**config.mk**
```make
export PLATFORM = sky130hd
export DESIGN_NAME = approx_adder_pipe
export DESIGN_NICKNAME = d
export VERILOG_FILES = /design/src/rtl/approx_adder_pkg.sv /design/src/rtl/approx_adder_pipe_err_stats.sv /design/src/rtl/approx_adder_pipe.sv
export SDC_FILE = /design/constraint.sdc
export NUM_CORES = 1
export LEC_CHECK = 0
export CAP_MARGIN = 20
export CORE_MARGIN = 2
export CORE_UTILIZATION = 43
export CTS_BUF_LIST = sky130_fd_sc_hd__clkbuf_8 sky130_fd_sc_hd__clkbuf_16
export DETAILED_ROUTE_END_ITERATION = 7
export GPL_TIMING_DRIVEN = 0
export PLACE_DENSITY = 0.66
export SETUP_SLACK_MARGIN = 0.1
export SYNTH_ARGS = -nofsm -noshare
export SYNTH_HDL_FRONTEND = slang
export SYNTH_SLANG_ARGS = --single-unit
```
**constraint.sdc**
```tcl
create_clock -name clk -period 3.6 [get_ports clk]
set_input_delay 1.08 -clock clk [delete_from_list [all_inputs] [get_ports clk]]
set_output_delay 1.08 -clock clk [all_outputs]
set_load 0.01 [all_outputs]
```
**src/rtl/approx_adder_pkg.sv**
```systemverilog
// Shared definitions for the approximate adder pipeline.
//   KW           : width of the truncated-LSB count for the default configuration
//   s1_payload_t : stage-1 payload (operands, effective k, low-part sum) laid
//                  out for the default configuration (WIDTH=8, MAX_K=4)
//   clamp_k      : limits a requested truncation count to MAX_K
package approx_adder_pkg;

  localparam int DEF_WIDTH = 8;
  localparam int DEF_MAX_K = 4;
  localparam int KW        = $clog2(DEF_MAX_K + 1);

  typedef struct packed {
    logic [DEF_WIDTH-1:0] a;
    logic [DEF_WIDTH-1:0] b;
    logic [KW-1:0]        keff;
    logic [DEF_MAX_K:0]   lo;
  } s1_payload_t;

  // Requests above max_k are legal and simply saturate.
  function automatic int clamp_k(input int k, input int max_k);
    return (k > max_k) ? max_k : k;
  endfunction

endpackage

```
**src/rtl/approx_adder_pipe_err_stats.sv**
```systemverilog
// Running error statistics for the approximate adder.
//   clk, rst_n  : clock, asynchronous active-low reset
//   hs          : output handshake strobe (one result accepted this cycle)
//   err         : error of the result being accepted
//   clear_stats : synchronous clear, wins over a simultaneous update
//   err_count   : number of accepted results with err != 0 (saturating)
//   err_max     : largest err seen
//   err_acc     : sum of err over accepted results (saturating)
module approx_err_stats #(
  parameter int ERR_W = 5,
  parameter int CNT_W = 16,
  parameter int ACC_W = 32
) (
  input  logic             clk,
  input  logic             rst_n,
  input  logic             hs,
  input  logic [ERR_W-1:0] err,
  input  logic             clear_stats,
  output logic [CNT_W-1:0] err_count,
  output logic [ERR_W-1:0] err_max,
  output logic [ACC_W-1:0] err_acc
);

  logic [CNT_W-1:0] count_q, count_d;
  logic [ERR_W-1:0] max_q, max_d;
  logic [ACC_W-1:0] acc_q, acc_d;
  logic [ACC_W:0]   acc_sum;

  always_comb begin
    count_d = count_q;
    max_d   = max_q;
    acc_d   = acc_q;
    // One extra bit catches the overflow that triggers saturation.
    acc_sum = {1'b0, acc_q} + (ACC_W + 1)'(err);
    if (clear_stats) begin
      count_d = '0;
      max_d   = '0;
      acc_d   = '0;
    end else if (hs) begin
      if ((err != '0) && (count_q != '1)) begin
        count_d = count_q + CNT_W'(1);
      end
      if (err > max_q) begin
        max_d = err;
      end
      acc_d = acc_sum[ACC_W] ? '1 : acc_sum[ACC_W-1:0];
    end
  end

  always_ff @(posedge clk or negedge rst_n) begin
    if (!rst_n) begin
      count_q <= '0;
      max_q   <= '0;
      acc_q   <= '0;
    end else begin
      count_q <= count_d;
      max_q   <= max_d;
      acc_q   <= acc_d;
    end
  end

  assign err_count = count_q;
  assign err_max   = max_q;
  assign err_acc   = acc_q;

endmodule

```
**src/rtl/approx_adder_pipe.sv**
```systemverilog
// Two-stage pipelined truncated (approximate) adder with in-line error stats.
//   clk, rst_n            : clock, asynchronous active-low reset
//   in_valid/in_ready     : input handshake; in_a, in_b operands, in_k truncation
//   out_valid/out_ready   : output handshake
//   out_sum               : approximate sum, low keff bits zero
//   out_exact             : exact a+b
//   out_err               : out_exact - out_sum
//   clear_stats           : synchronous statistics clear
//   err_count/max/acc     : running error statistics
//
// Handshake: a transfer happens on a rising edge where valid & ready are both
// high; the sender holds valid and data stable until then. in_ready depends
// combinationally on out_ready so a full pipeline streams without bubbles.
module approx_adder_pipe
  import approx_adder_pkg::*;
#(
  parameter int WIDTH    = 8,
  parameter int MAX_K    = 4,
  parameter int CARRY_EN = 0,
  parameter int CNT_W    = 16,
  parameter int ACC_W    = 32
) (
  input  logic                       clk,
  input  logic                       rst_n,
  input  logic                       in_valid,
  output logic                       in_ready,
  input  logic [WIDTH-1:0]           in_a,
  input  logic [WIDTH-1:0]           in_b,
  input  logic [$clog2(MAX_K+1)-1:0] in_k,
  output logic                       out_valid,
  input  logic                       out_ready,
  output logic [WIDTH:0]             out_sum,
  output logic [WIDTH:0]             out_exact,
  output logic [MAX_K:0]             out_err,
  input  logic                       clear_stats,
  output logic [CNT_W-1:0]           err_count,
  output logic [MAX_K:0]             err_max,
  output logic [ACC_W-1:0]           err_acc
);

  localparam int KEFF_W = $clog2(MAX_K + 1);

  typedef struct packed {
    logic [WIDTH-1:0]  a;
    logic [WIDTH-1:0]  b;
    logic [KEFF_W-1:0] keff;
    logic [MAX_K:0]    lo;
  } s1_t;

  // in_ready is held low until the first edge after reset release.
  logic rdy_en_q, rdy_en_d;

  logic s1_valid_q, s1_valid_d;
  s1_t  s1_q, s1_d;

  logic             out_valid_q, out_valid_d;
  logic [WIDTH:0]   out_sum_q, out_sum_d;
  logic [WIDTH:0]   out_exact_q, out_exact_d;
  logic [MAX_K:0]   out_err_q, out_err_d;

  logic s2_ready;
  logic s1_advance;
  logic in_accept;
  logic out_accept;

  logic [KEFF_W-1:0] in_keff;
  logic [MAX_K:0]    in_mask;
  logic [MAX_K:0]    in_lo;

  logic [MAX_K:0]    s1_mask;
  logic              s1_carry;
  logic [WIDTH:0]    s1_hi;

  assign s2_ready   = !out_valid_q || out_ready;
  assign s1_advance = s1_valid_q && s2_ready;
  assign in_ready   = rdy_en_q && (!s1_valid_q || s1_advance);
  assign in_accept  = in_valid && in_ready;
  assign out_accept = out_valid_q && out_ready;

  // Stage 1: clamp k and add the truncated low parts. Only the low MAX_K
  // operand bits can ever fall under the mask, so the low adder is MAX_K+1 wide.
  always_comb begin
    rdy_en_d   = 1'b1;
    s1_valid_d = s1_valid_q;
    s1_d       = s1_q;
    in_keff    = KEFF_W'(clamp_k(int'(in_k), MAX_K));
    in_mask    = ((MAX_K + 1)'(1) << in_keff) - (MAX_K + 1)'(1);
    in_lo      = ({1'b0, in_a[MAX_K-1:0]} & in_mask)
               + ({1'b0, in_b[MAX_K-1:0]} & in_mask);
    if (in_accept) begin
      s1_valid_d = 1'b1;
      s1_d.a     = in_a;
      s1_d.b     = in_b;
      s1_d.keff  = in_keff;
      s1_d.lo    = in_lo;
    end else if (s1_advance) begin
      s1_valid_d = 1'b0;
    end
  end

  // Stage 2: upper-part add, reassembly and error. With the carry forwarded
  // the error is only the bits below keff; without it the whole low sum is lost.
  always_comb begin
    out_valid_d = out_valid_q;
    out_sum_d   = out_sum_q;
    out_exact_d = out_exact_q;
    out_err_d   = out_err_q;
    s1_mask     = ((MAX_K + 1)'(1) << s1_q.keff) - (MAX_K + 1)'(1);
    s1_carry    = (CARRY_EN != 0) && ((s1_q.lo & ((MAX_K + 1)'(1) << s1_q.keff)) != '0);
    s1_hi       = (WIDTH + 1)'(s1_q.a >> s1_q.keff)
                + (WIDTH + 1)'(s1_q.b >> s1_q.keff)
                + (WIDTH + 1)'(s1_carry);
    if (s1_advance) begin
      out_valid_d = 1'b1;
      out_sum_d   = s1_hi << s1_q.keff;
      out_exact_d = {1'b0, s1_q.a} + {1'b0, s1_q.b};
      out_err_d   = (CARRY_EN != 0) ? (s1_q.lo & s1_mask) : s1_q.lo;
    end else if (out_accept) begin
      out_valid_d = 1'b0;
    end
  end

  always_ff @(posedge clk or negedge rst_n) begin
    if (!rst_n) begin
      rdy_en_q    <= 1'b0;
      s1_valid_q  <= 1'b0;
      s1_q        <= '0;
      out_valid_q <= 1'b0;
      out_sum_q   <= '0;
      out_exact_q <= '0;
      out_err_q   <= '0;
    end else begin
      rdy_en_q    <= rdy_en_d;
      s1_valid_q  <= s1_valid_d;
      s1_q        <= s1_d;
      out_valid_q <= out_valid_d;
      out_sum_q   <= out_sum_d;
      out_exact_q <= out_exact_d;
      out_err_q   <= out_err_d;
    end
  end

  assign out_valid = out_valid_q;
  assign out_sum   = out_sum_q;
  assign out_exact = out_exact_q;
  assign out_err   = out_err_q;

  approx_err_stats #(
    .ERR_W (MAX_K + 1),
    .CNT_W (CNT_W),
    .ACC_W (ACC_W)
  ) u_stats (
    .clk         (clk),
    .rst_n       (rst_n),
    .hs          (out_accept),
    .err         (out_err_q),
    .clear_stats (clear_stats),
    .err_count   (err_count),
    .err_max     (err_max),
    .err_acc     (err_acc)
  );

endmodule

```
* Word-level counts from Yosys, hierarchy flattened *
Index checks and enable logic that the tools add are counted.

storage, ports and cells
  output and inout bits = 78
  flip-flop bits (word level) = 103
  input port bits = 24

operators by class
  $lt $le $gt $ge = 2
  bitwise logic cells = 2
  equality and inequality tests = 1
  reduce and logical (&&, ||, !) cells = 17
  shifts and indexed selects = 4
  add/sub/neg operators = 6
  mux-type cells = 14

operators with widths
  kind                     count
  $mux W32                 3
  $mux W16                 3
  $add A32 B5 Y33          1
  $shr A8 B3 Y9            2
  $add A16 B1 Y16 const B  1
  $ne A16 B16 Y1 const B   1
  $mux W5                  3
  $and A4 B5 Y5            2
  $reduce_bool A2 Y1       5
  $add A8 B8 Y9            1
  $add A9 B9 Y9            1
  $shl A9 B3 Y9            1
  $add A5 B5 Y5            1
  $gt A5 B5 Y1             1
  $logic_and A1 B1 Y1      5
  $reduce_bool A5 Y1       1
  $shl A1 B3 Y5 const A    1
  $sub A5 B2 Y5 const B    1
  $mux W1                  4
  $reduce_and A2 Y1        2
  $gt A3 B3 Y1 const B     1
  $mux W3                  1
  $logic_not A1 Y1         2
  $logic_or A1 B1 Y1       2

* Longest topological paths before layout *
  word-level depth = 7
  mapped depth = 14

* Modules after synthesis *
A second synthesis with hierarchy kept.

second synthesis, totals
  cell total of the unflattened synthesis = 690
  area total of the unflattened synthesis = 6502.5 µm²

by module, submodules not included
  module             area an instance (µm²)  seq. area each (µm²)  cells an instance  instances
  approx_adder_pipe  3264.4                  1251.2                336                1
  approx_err_stats   3238.1                  1326.3                354                1

* Worst setup path before layout *
Ideal clock, no wire load.

  path type = reg2reg
  from = register s1_q[6] in the netlist's numbering
  to = register out_sum_q[6] (netlist: out_sum[6])
  period minus slack after synthesis = 3.294 ns
  cell stages (with the launch flop) = 11
  library setup time = 0.136 ns
  data arrival time = 3.157 ns
  setup slack = 0.306 ns
  required time = 3.464 ns
  cell sequence = dfrtp_1 clkbuf_1 mux4_2 mux2_2 ha_1 fa_1 a211o_1 and3_1 mux2i_1 a2111oi_0 o21ai_0

between the ends
  longest elaborated chain between the ends = 3

ends and longest elaborated chain
  element                           line                                                RTL
  from (decl)                       approx_adder_pipe.sv:54                             s1_t s1_q, s1_d;
  from (signal assigned)            approx_adder_pipe.sv:127                            s1_q <= '0;
  from (signal assigned)            approx_adder_pipe.sv:135                            s1_q <= s1_d;
  $shr A8 B3 Y9 (on tied branches)  approx_adder_pipe.sv:110, approx_adder_pipe.sv:111
  $add A9 B9 Y9                     approx_adder_pipe.sv:111                            + (WIDTH + 1)'(s1_q.b >> s1_q.keff)
  $shl A9 B3 Y9 (*)                 approx_adder_pipe.sv:115                            out_sum_d = s1_hi << s1_q.keff;
  to (signal assigned)              approx_adder_pipe.sv:137                            out_sum_q <= out_sum_d;
  to (decl)                         approx_adder_pipe.sv:57                             logic [WIDTH:0] out_sum_q, out_sum_d;

Mark *: on every way between the ends. The rest lies on a longest branch, timed or not.
A chain may end at the register's enable or synchronous reset.

* Worst setup path after layout *
  from = register s1_q[6] in the netlist's numbering
  to = register out_sum_q[8] (netlist: out_sum[8])

The elaborated chain is that of the path after synthesis.

==> flow_summary.ini <==
[status]
status = finished clean

[yosys]
synth_top_area_share = 0.393
synth.avg_cell_area_um2 = 9.30
ys_seq_area_frac = 0.393
ys_ff_latch = 103
synth.largest_area_cell = dfrtp_1
synthSimpleGateAreaFrac = 0.192
syn-cell-area_mm2 = 0.00656
syn-num-nets = 764
synth_fa_ha_area_frac = 0.0714
synth.area.mux_share = 0.0872
synth_area_leaders = dfrtp_1, ha_1, mux2_2
synth-xor-area-share = 0.0347
synthArstFlopShare = 1.00
yosys_most_used_dff = dfrtp_1
synth_cells = 705
synth_edf_count = 0
synth_top_family_by_area = simple AND/OR/NAND/NOR gates
yosys_warnings = 0
synth_cell_types = 74
synth_compound_area_frac = 0.180

[cells_and_area]
area.growth.synth_to_final_pct = 25.5
stdcell_count = 1010
layout.nets = 876
regArea_mm2 = 0.00258
stdcell_area_mm2 = 0.00823
n_antenna_cell = 0
nFillCells = 1370
finalCoreUtilization = 0.547
multi_input_area_mm2 = 0.00377
drive_above_1_share = 0.120

[floorplanning]
die-area_mm2 = 0.0163
die_h_um = 127
num_rows = 45
dieWidth_um = 127
io_pins = 102
start_util = 0.436
coreArea_mm2 = 0.0150

[placement]
detailedPlacementHpwl_um = 13500
io_buffers = 101
pre_cts_ws_ps = -432
postPlaceCellArea_mm2 = 0.00783
gp_congestion = 0.932
place_inst = 995

[pwr]
leakagePower_nw = 3.58
power.density_mw_per_mm2 = 519
finalPower_mw = 4.27
ir_worst_vdd_uv = 308

[timing]
worstMarginPinSlew_ps = 582
hold_violations = 0
rsz0062_at_grt = no
finalSetupViolCount = 0
fin_crit_ps = 3340
finalMaxSlewViolations = 0
max_clock_freq_ghz = 0.299
period_share = 0.928
fin_tns_setup_ps = 0
skew_ps = 11.6
setup_ws_ps = 260
hold_ws_ps = 475
max_slew_margin = 0.612

[worst_setup_path]
cp-endpoint = out_sum[8]$_DFFE_PN0P_
startpoint = s1_q[6]$_DFFE_PN0P_
critical_path_class = reg -> reg
arrival_ps = 3570
critPathRequiredTime_ps = 3830
crit_fanout = 10
rr_startpoint = s1_q[6]$_DFFE_PN0P_
worst-r2r-cell-count = 10
endpoint_kind = flop
startpoint_type = flop
regToRegEndpoint = out_sum[8]$_DFFE_PN0P_
r2r_setup_slack_ps = 260

[route]
drt-initial-drc-count = 436
viasPerCell = 5.79
postRouteAntennaNets = 0
drt_wl_total_um = 17900
drc = 0
dr.pass1.iters = 5
vias = 5847
wl_per_cell_um = 17.7

[cts]
ctsHoldBuffers = 0
clock_latency_ps = 360
cts_tree = done
clk_pin_slew_ps = 70
root_buffer = clkbuf_16
cts_setup_buffers = 0
cts_num_sinks = 103
h-tree-depth = 3
cts_buffers = 9
clk_path_buf_depth = 2

[global_routing]
antenna_found_initial = 0
grt_overflow = 0
first_global_vias = 5696
grt_pass1_wl_um = 29600
grt_max_degree = 68
gr-usage-all-layers = 0.227

[min_path]
hold_class = reg -> reg

[flow_run]
cap_violations = 0
critical path, stage by stage (launching register included):
cell and delay [ps]:
dfrtp_2 530, mux4_2 540, mux2_2 270, ha_1 250
fa_2 380, a211o_1 370, and3_1 220, mux2i_1 160
o31a_1 270, o22ai_1 140, a21oi_1 80
layer usage:
metal | GRT usage | up-vias | share of wire
li1 | - | 2787 | -
met5 | 0 | - | 0
met3 | 0.0406 | 11 | 0.051
met4 | 0.0633 | 0 | 0.012
met2 | 0.386 | 167 | 0.50
met1 | 0.299 | 2882 | 0.44
layout by cell type, fill, tap and decap left out, types with 4 or more instances in the layout:
master	instances
and3_1	11
a21oi_1	36
nor2b_1	8
o221a_2	4
and2_1	13
nand2_1	70
o21ai_0	41
nand2b_1	9
o21bai_1	4
inv_1	28
clkbuf_1	20
buf_4	4
mux2_2	25
nor3_1	13
mux4_2	4
o22ai_1	5
xnor2_1	7
and4_1	4
nand3_1	24
dfrtp_1	102
clkbuf_16	9
ha_1	31
a21o_1	8
o21ai_1	4
or2_2	4
nor2_1	58
a31oi_1	21
nand4_1	11
clkdlybuf4s50_1	99
a211oi_1	11
o31ai_1	5
xor2_1	19
mux2i_1	19
clkbuf_2	7
o21a_1	5
where the power goes:
part	leakage, nW	switching, mW	internal, mW
combinational	2.08	0.902	0.809
sequential	1.35	0.175	1.33
clock	0.161	0.450	0.606
how the worst min path moves through the flow:
stage / startpoint / to / slack [ps] / depth (start not counted)
2_1_floorplan: s1_q[1]$_DFFE_PN0P_ / out_err[1]$_DFFE_PN0P_ / 440 / 2
3_3_place_gp: s1_q[3]$_DFFE_PN0P_ / out_err[3]$_DFFE_PN0P_ / 450 / 2
3_5_place_dp: s1_q[1]$_DFFE_PN0P_ / out_err[1]$_DFFE_PN0P_ / 460 / 2
4_1_cts: s1_q[1]$_DFFE_PN0P_ / out_err[1]$_DFFE_PN0P_ / 480 / 2
5_1_grt: s1_q[4]$_DFFE_PN0P_ / out_err[4]$_DFFE_PN0P_ / 500 / 2
6_report: s1_q[4]$_DFFE_PN0P_ / out_err[4]$_DFFE_PN0P_ / 480 / 2
state kept, by name, indices dropped and copies added, names as in the netlist:
signal,count
out_err,5
u_stats.err_acc,32
out_valid,1
rdy_en_q,1
u_stats.err_count,16
out_exact,9
out_sum,9
s1_q,24
u_stats.err_max,5
s1_valid_q,1
cell families (layout without fill, tap and decap cells):
kind of cell,count (synthesis),count (layout)
DFF,103,103
buffers and inverters,65,182
AOI/OAI and AO/OA,179,179
xor gates and xnor gates,26,26
other,1,1
adders and majority gates,35,35
and+or+nand+nor,247,247
muxes,49,49
synthesized netlist by cell type (13+ instances only):
cell type  instances
dfrtp_1          103
nand2_1           70
nor2_1            58
o21ai_0           44
a21oi_1           36
ha_1              31
clkbuf_1          27
inv_1             27
mux2_2            25
nand3_1           24
a31oi_1           22
mux2i_1           20
xor2_1            19
and2_1            14
nor3_1            13
layout make-up:
cell class | count | area share
Inverter | 27 | 0.0123
Timing Repair Buffer | 102 | 0.126
Tap cell | 188 | 0.0286
Multi-Input combinational cell | 537 | 0.459
Buffer | 37 | 0.0230
Sequential cell | 103 | 0.313
Clock buffer | 9 | 0.0274
Clock inverter | 7 | 0.0106
timing repair:
action / in CTS / in global routing
endpoints found under the hold margin: 0 / 0
pin swaps: 0 / 3
endpoints found under the setup margin: 7 / 5
gates resized for setup: 12 / 24
gates cloned: 0 / 0
Note: power is estimated with default switching activity, not from simulation.
